`config.mk`:
```
export PLATFORM = sky130hd
export DESIGN_NAME = shift_pipe
export DESIGN_NICKNAME = d
export VERILOG_FILES = /design/src/rtl/shift_pkg.sv /design/src/rtl/shift_stage.sv /design/src/rtl/shift_pipe.sv
export SDC_FILE = /design/constraint.sdc
export NUM_CORES = 1
export LEC_CHECK = 0
export CORE_ASPECT_RATIO = 1.75
export CORE_MARGIN = 10
export CORE_UTILIZATION = 50
export CTS_BUF_LIST = sky130_fd_sc_hd__clkbuf_16
export CTS_CLUSTER_SIZE = 24
export DETAILED_ROUTE_END_ITERATION = 10
export DONT_BUFFER_PORTS = 1
export SETUP_SLACK_MARGIN = 0.4
export SLEW_MARGIN = 25
export SYNTH_ARGS = -nofsm -noshare
export SYNTH_HDL_FRONTEND = slang
export SYNTH_SLANG_ARGS = --single-unit
```
`constraint.sdc`:
```
create_clock -name clock -period 13.99 [get_ports clock]
set_clock_uncertainty 0.1 [all_clocks]
set_input_delay 2.798 -clock clock [delete_from_list [all_inputs] [get_ports clock]]
set_output_delay 2.798 -clock clock [all_outputs]
set_load 0.01 [all_outputs]
```
`src/rtl/shift_pkg.sv`:
```
// Shared definitions for the pipelined barrel shifter: operation encodings
// and the width of the op field.
package shift_pkg;

  localparam int unsigned SHIFT_OP_W = 2;

  localparam logic [SHIFT_OP_W-1:0] SHIFT_OP_SLL = 2'b00;
  localparam logic [SHIFT_OP_W-1:0] SHIFT_OP_SRL = 2'b01;
  localparam logic [SHIFT_OP_W-1:0] SHIFT_OP_SRA = 2'b10;
  localparam logic [SHIFT_OP_W-1:0] SHIFT_OP_ROR = 2'b11;

endpackage

```
`src/rtl/shift_stage.sv`:
```
// One combinational stage of the barrel shifter: shifts by the fixed amount
// AMT when enabled, otherwise passes the data through.
// Optional feature: SHIFT_PIPE_ROTATE_EN enables rotate-right for op 11;
// without it op 11 is a logical right shift.
module shift_stage
  import shift_pkg::*;
#(
  parameter int unsigned WIDTH = 32,
  parameter int unsigned AMT   = 1
) (
  input  logic [WIDTH-1:0]      data,
  input  logic [SHIFT_OP_W-1:0] op,
  input  logic                  en,
  output logic [WIDTH-1:0]      result
);

  // Select the shifted form of the data for this stage's fixed amount.
  always_comb begin
    result = data;
    if (en) begin
      case (op)
        SHIFT_OP_SLL: result = data << AMT;
        SHIFT_OP_SRA: result = $signed(data) >>> AMT;
`ifdef SHIFT_PIPE_ROTATE_EN
        SHIFT_OP_ROR: result = {data[AMT-1:0], data[WIDTH-1:AMT]};
`endif
        default:      result = data >> AMT;
      endcase
    end
  end

endmodule

```
`src/rtl/shift_pipe.sv`:
```
// Pipelined barrel shifter: one register stage per shift-amount bit, stage k
// shifting by 2^k. A single global stall (output valid but not taken)
// freezes every stage.
// Optional feature: SHIFT_PIPE_ROTATE_EN (see shift_stage) enables ROR.
module shift_pipe
  import shift_pkg::*;
#(
  parameter int unsigned WIDTH   = 32,
  parameter int unsigned SHAMT_W = $clog2(WIDTH),
  parameter int unsigned TAG_W   = 5
) (
  input  logic                  clock,
  input  logic                  reset,
  input  logic                  in_valid,
  output logic                  in_ready,
  input  logic [WIDTH-1:0]      in_data,
  input  logic [SHAMT_W-1:0]    in_shamt,
  input  logic [SHIFT_OP_W-1:0] in_op,
  input  logic [TAG_W-1:0]      in_tag,
  output logic                  out_valid,
  input  logic                  out_ready,
  output logic [WIDTH-1:0]      out_data,
  output logic [TAG_W-1:0]      out_tag
);

  localparam int unsigned NS = SHAMT_W;

  // Per-stage state. Op and remaining shamt are only needed by the stages
  // that still have a shift to perform, so the last stage omits them.
  logic                  valid_q [NS];
  logic [WIDTH-1:0]      data_q  [NS];
  logic [TAG_W-1:0]      tag_q   [NS];
  logic [SHIFT_OP_W-1:0] op_q    [NS-1];
  logic [SHAMT_W-1:0]    sh_q    [NS-1];

  logic [NS-1:0][WIDTH-1:0] shifted;
  logic                     stall;

  // Output drive and global stall / ready.
  always_comb begin
    out_valid = valid_q[NS-1];
    out_data  = data_q[NS-1];
    out_tag   = tag_q[NS-1];
    stall     = out_valid & ~out_ready;
    in_ready  = ~stall;
  end

  for (genvar k = 0; k < NS; k++) begin : g_stage
    logic [WIDTH-1:0]      din;
    logic [SHIFT_OP_W-1:0] dop;
    logic                  den;

    if (k == 0) begin : g_first
      // Stage 0 shifts the incoming operand directly.
      always_comb begin
        din = in_data;
        dop = in_op;
        den = in_shamt[0];
      end
    end else if (k == NS - 1) begin : g_last
      // Remaining shamt is shifted down each stage, so by now only the top
      // original bit can be non-zero; the OR equals bit 0.
      always_comb begin
        din = data_q[k-1];
        dop = op_q[k-1];
        den = |sh_q[k-1];
      end
    end else begin : g_mid
      // Middle stages take bit 0 of the remaining shamt.
      always_comb begin
        din = data_q[k-1];
        dop = op_q[k-1];
        den = sh_q[k-1][0];
      end
    end

    shift_stage #(
      .WIDTH (WIDTH),
      .AMT   (1 << k)
    ) u_shift (
      .data   (din),
      .op     (dop),
      .en     (den),
      .result (shifted[k])
    );
  end

  // Stage registers: clear on reset, hold on stall, otherwise advance.
  always_ff @(posedge clock or posedge reset) begin
    if (reset) begin
      for (int unsigned i = 0; i < NS; i++) begin
        valid_q[i] <= 1'b0;
        data_q[i]  <= '0;
        tag_q[i]   <= '0;
      end
      for (int unsigned i = 0; i < NS - 1; i++) begin
        op_q[i] <= '0;
        sh_q[i] <= '0;
      end
    end else if (!stall) begin
      valid_q[0] <= in_valid;
      data_q[0]  <= shifted[0];
      tag_q[0]   <= in_tag;
      op_q[0]    <= in_op;
      sh_q[0]    <= in_shamt >> 1;
      for (int unsigned i = 1; i < NS; i++) begin
        valid_q[i] <= valid_q[i-1];
        data_q[i]  <= shifted[i];
        tag_q[i]   <= tag_q[i-1];
      end
      for (int unsigned i = 1; i < NS - 1; i++) begin
        op_q[i] <= op_q[i-1];
        sh_q[i] <= sh_q[i-1] >> 1;
      end
    end
  end

endmodule
```
Yosys cells after proc, flatten, opt, wreduce, memory -nomap -nowiden --
Index checks and enable logic that the tools add are counted.
Word-level totals: logic and storage cells 46, output and inout port bits 39, register bits after elaboration 208, input port bits 48
Operators by class: equal/unequal tests 5, bitwise operators 3, reduce and logical (&&, ||, !) cells 5, mux-type cells 10
Operator list (number):
- one-hot mux 32 bit (2 select lines) | 5
- 2-to-1 mux 32 bit | 5
- == test 2 bit (second input constant) | 5
- zero test 2 bit | 5
- NOT 1 bit | 2
- bitwise AND 1 bit | 1

Logic depth before layout (Yosys ltp) --
word-level depth 3, gate-level depth with buffers 6

Hierarchy --
Synthesis repeated with hierarchy kept, for this count alone.
Unflattened totals: cell total of the unflattened synthesis 1116, area, all modules 11808.8 um^2
Modules (own cells, without submodules):
- shift_pipe | area each 7866.3 um^2, times used 1, cells an instance 447
- shift_stage at g_stage[1].u_shift | area each 838.3 um^2, times used 1, cells an instance 145
- shift_stage at g_stage[0].u_shift | area each 834.6 um^2, times used 1, cells an instance 146
- shift_stage at g_stage[2].u_shift | area each 813.3 um^2, times used 1, cells an instance 139
- shift_stage at g_stage[3].u_shift | area each 747.0 um^2, times used 1, cells an instance 129
- shift_stage at g_stage[4].u_shift | area each 709.4 um^2, times used 1, cells an instance 110

Worst setup path after synthesis --
Ideal clock, no wire load.
path type input port to output port, start point in out_ready, end point out in_ready, path slack 7.709 ns, stages on the path 4, arrival 3.383 ns, path buffers 2, cell sequence nor2b_4 inv_2 buf_2 buf_1
Between the ends: longest elaborated chain between the ends 3
RTL lines:
- start: declaration | line shift_pipe.sv:21 | input logic out_ready,
- NOT 1 bit | line shift_pipe.sv:44 | stall = out_valid & ~out_ready;
- bitwise AND 1 bit | line shift_pipe.sv:44
- NOT 1 bit | line shift_pipe.sv:45 | in_ready = ~stall;
- end: declaration | line shift_pipe.sv:15 | output logic in_ready,
No other way between the ends.

Worst setup path in the final report --
Same ends and word-level chain as after synthesis.

==> metrics.md <==
| Metric | Value |
|---|---|
| Setup bufs post-CTS | `0` |
| Critical path buffer and inverter count | `1` |
| CTS root buffer | `clkbuf_16` |
| Top cell type's share of synthesized area | `between 50% and 60%` |
| Initial DRC Count | `500` |
| Cell Int Power | `1.50 mW` |
| Post-Syn Area | `0.0103 sq mm` |
| NetSw | `1.01 mW` |
| Total track usage | `18.5%` |
| CP delay by family, top | `buffers and inverters` |
| H-tree Lvls | `1` |
| Leakage | `~4.7 nW` |
| Crit-path max cell delay | `0.51 ns` |
| Row cnt | `69` |
| Max-Cap Viols | `0` |
| Cell breakdown of the critical path | `nor2b_4 -> inv_6` |
| Setup TNS | `0 ns` |
| Sequential Power Share | `between 40% and 50%` |
| P per Cell Area | `231 mW/mm^2` |
| Final Hold Fails | `0` |
| I/O pin count | `87` |
| # hold bufs at CTS | `0` |
| PortBufs | `0` |
| Die Wd | `around 130 um` |
| Flop-to-flop setup slack | `10.87 ns` |
| Setup slack after layout | `7.74 ns` |
| Largest net degree at the start of global routing | `between 200 and 250` |
| Top-count cell post-synth | `nand2_1` |
| Number of enable flip-flop cells after synthesis | `0` |
| Via density | `approximately 5.8` |
| Fraction of registers with async set/reset | `100%` |
| CP Capture Type | `primary output` |
| Hpwl dp | `16.9 mm` |
| # DRC | `0` |
| Max Slew Vio Count | `0` |
| Detailed Route WL | `around 25 mm` |
| Hold path endpoint | `valid_q[1]` |
| Synth unique cells | `34` |
| Hold_sp | `valid_q[1]` |
| Fin util | `53.5%` |
| Area leader, netlist | `dfrtp_1` |
| Peak supply drop | `around 0.16 mV` |
| Synthesized Nets | `between 1,000 and 1,500` |
| Reg2reg start | `out_valid` |
| Switching share of power | `40.3%` |
| PostCTS Resize Cnt | `0` |
| F_max | `around 0.16 GHz` |
| Worst EP arrival | `3.35 ns` |
| Syn Inst Count | `1,108` |
| WL per Instance | `19.5 um` |
| Clock Tree Buf Depth | `3` |
| Clk slew on worst S/H paths | `around 0.060 ns` |
| Setup Viol. Count Final | `0` |
| NumNets Final | `~1,100` |
| Chip height | `between 200 and 250 um` |
| Clock share of power | `around 20%` |
| Status | `complete, no violations` |
| Measured slew at the worst slew-check pin | `1.05 ns` |
| Min-Delay Path Depth | `2` |
| Startpoint types | `input port` |
| Worst-Skew Late Latency | `0.49 ns` |
| Slew margin rel. | `between 30% and 40%` |
| Synth warn | `0` |
| Die footprint | `0.0270 sq mm` |
| WP data required | `11.09 ns` |
| Slowest stage cell on the critical path | `inv_6` |
| Initial DRT Pass Iterations | `4` |
| TritonCTS clock tree | `yes` |
| Antenna viol nets, final | `0` |
| Worst slack, placed | `7.73 ns` |
| GP Congestion | `0.842` |
| Most frequent cells after synthesis | `nand2_1 (306), dfrtp_1 (208), mux2i_1 (99)` |
| Layout cells sized above 1 | `4.46%` |
| Combinational fraction of design power | `33.5%` |
| Tmin final | `6.25 ns` |
| Area growth syn-to-layout | `5.35%` |
| WS Path Type | `input port to primary output` |
| Initial antenna violation count | `0` |
| RSZ-0062 raised after global routing | `no` |
| Worst min path class | `register to register` |
| Sequential share of the synthesized area | `50.5%` |
| Vias in the first global route | `roughly 7,700` |
| Total grt overflow | `0` |
| Diodes inserted | `0` |
| Global-route wire length before repair | `~42 mm` |
| Crit path max fanout | `92` |
| Synth Flop Type | `dfrtp_1` |
| Final worst-path cycle share | `approximately 45%` |
| Via count | `between 7,000 and 8,000` |
| Clock sinks | `208` |
| R2r worst-path depth | `5` |
| Total core area | `0.0203 sq mm` |
| Yosys reg bits | `between 200 and 250` |
| Worst r2r dst | `g_stage[2].din[11]` |
| TritonCTS Buffers | `20` |
| Mean Syn Cell Area | `9.30 sq um` |
| Initial core utilization | `roughly 51%` |
| Synth top area cells | `dfrtp_1 (51%), nand2_1 (11%), mux2i_1 (9.6%), o211ai_1 (7.1%), nand3_1 (3.4%)` |
==> final cells by class <==
cell class,instances,area (sq um)
Fill cell,1864,9430
Clock inverter,11,76.3
Multi-Input combinational cell,796,4600
Clock buffer,21,526
Inverter,9,51.3
Timing Repair Buffer,8,85.1
Sequential cell,208,5200
Tap cell,248,310
==> metal layers <==
metal | up-vias | share of wire (%) | GRT usage [%]
li1 | 3737 | - | -
met5 | - | 0 | 0
met3 | 55 | 4.5 | 3.15
met4 | 0 | 4.1 | 8.48
met2 | 156 | 53 | 32.1
met1 | 3594 | 38 | 21.7
==> worst max-delay path by stage <==
stage	startpoint	end	slack (ns)	cells after the start
floorplan	reset	g_stage[1].den	5.41	1
global placement	out_ready	in_ready	7.73	2
detailed placement	out_ready	in_ready	7.73	2
CTS	out_ready	in_ready	7.73	2
global route	out_ready	in_ready	7.69	2
finish	out_ready	in_ready	7.74	2
==> flip-flops by register name, summed over array words and instances (netlist names), 3 cells and up <==
name and cells:
valid_q 4, out_data 32, sh_q 7, g_stage.dop 8
tag_q 20, g_stage.din 128, out_tag 5, g_stage.den 3
==> stage by stage <==
step | hold slack, ns | cell area, sq um | instances | total power [mW]
after floorplan | 0.330 | 10300 | 1108 | 1.80
after global placement | 0.341 | 10200 | 1268 | 1.99
after detailed placement | 0.348 | 10200 | 1269 | 2.02
after CTS | 0.362 | 10900 | 1301 | 2.53
after global routing | 0.384 | 10900 | 1301 | 2.70
final | 0.357 | 10900 | 1301 | 2.51
==> cells by family after synthesis <==
group,count (synthesis),share of synthesized area (%)
and+or+nand+nor,493,21.0
DFF,208,50.5
AOI/OAI and AO/OA,204,13.9
buffers and inverters,104,4.94
muxes,99,9.62
==> placed cells by master, fill, tap and decap left out, types with 2 or more instances in the layout <==
master       n
a211oi_1    28
a2bb2oi_1   13
a31oi_1     19
buf_12       2
buf_4        6
clkbuf_16   21
clkinv_1     5
dfrtp_1    208
inv_1        9
inv_6        2
mux2i_1     99
nand2_1    305
nand2_2      2
nand3_1     70
nand3b_1    29
nor2_1      29
nor2_2       3
nor2b_1     19
nor3_1      28
o211ai_1    98
o21ai_0     38
o22a_1       2
or2_2        3
==> power groups by stage <==
| stage | Combinational [mW] | Clock [mW] | Sequential [mW] |
|---|---|---|---|
| floorplan | 0.761 | 0 | 1.04 |
| global placement | 0.831 | 0 | 1.16 |
| detailed placement | 0.849 | 0 | 1.17 |
| CTS | 0.849 | 0.525 | 1.16 |
| global route | 0.957 | 0.548 | 1.19 |
| finish | 0.839 | 0.511 | 1.16 |
Note: power is estimated with default switching activity, not from simulation.
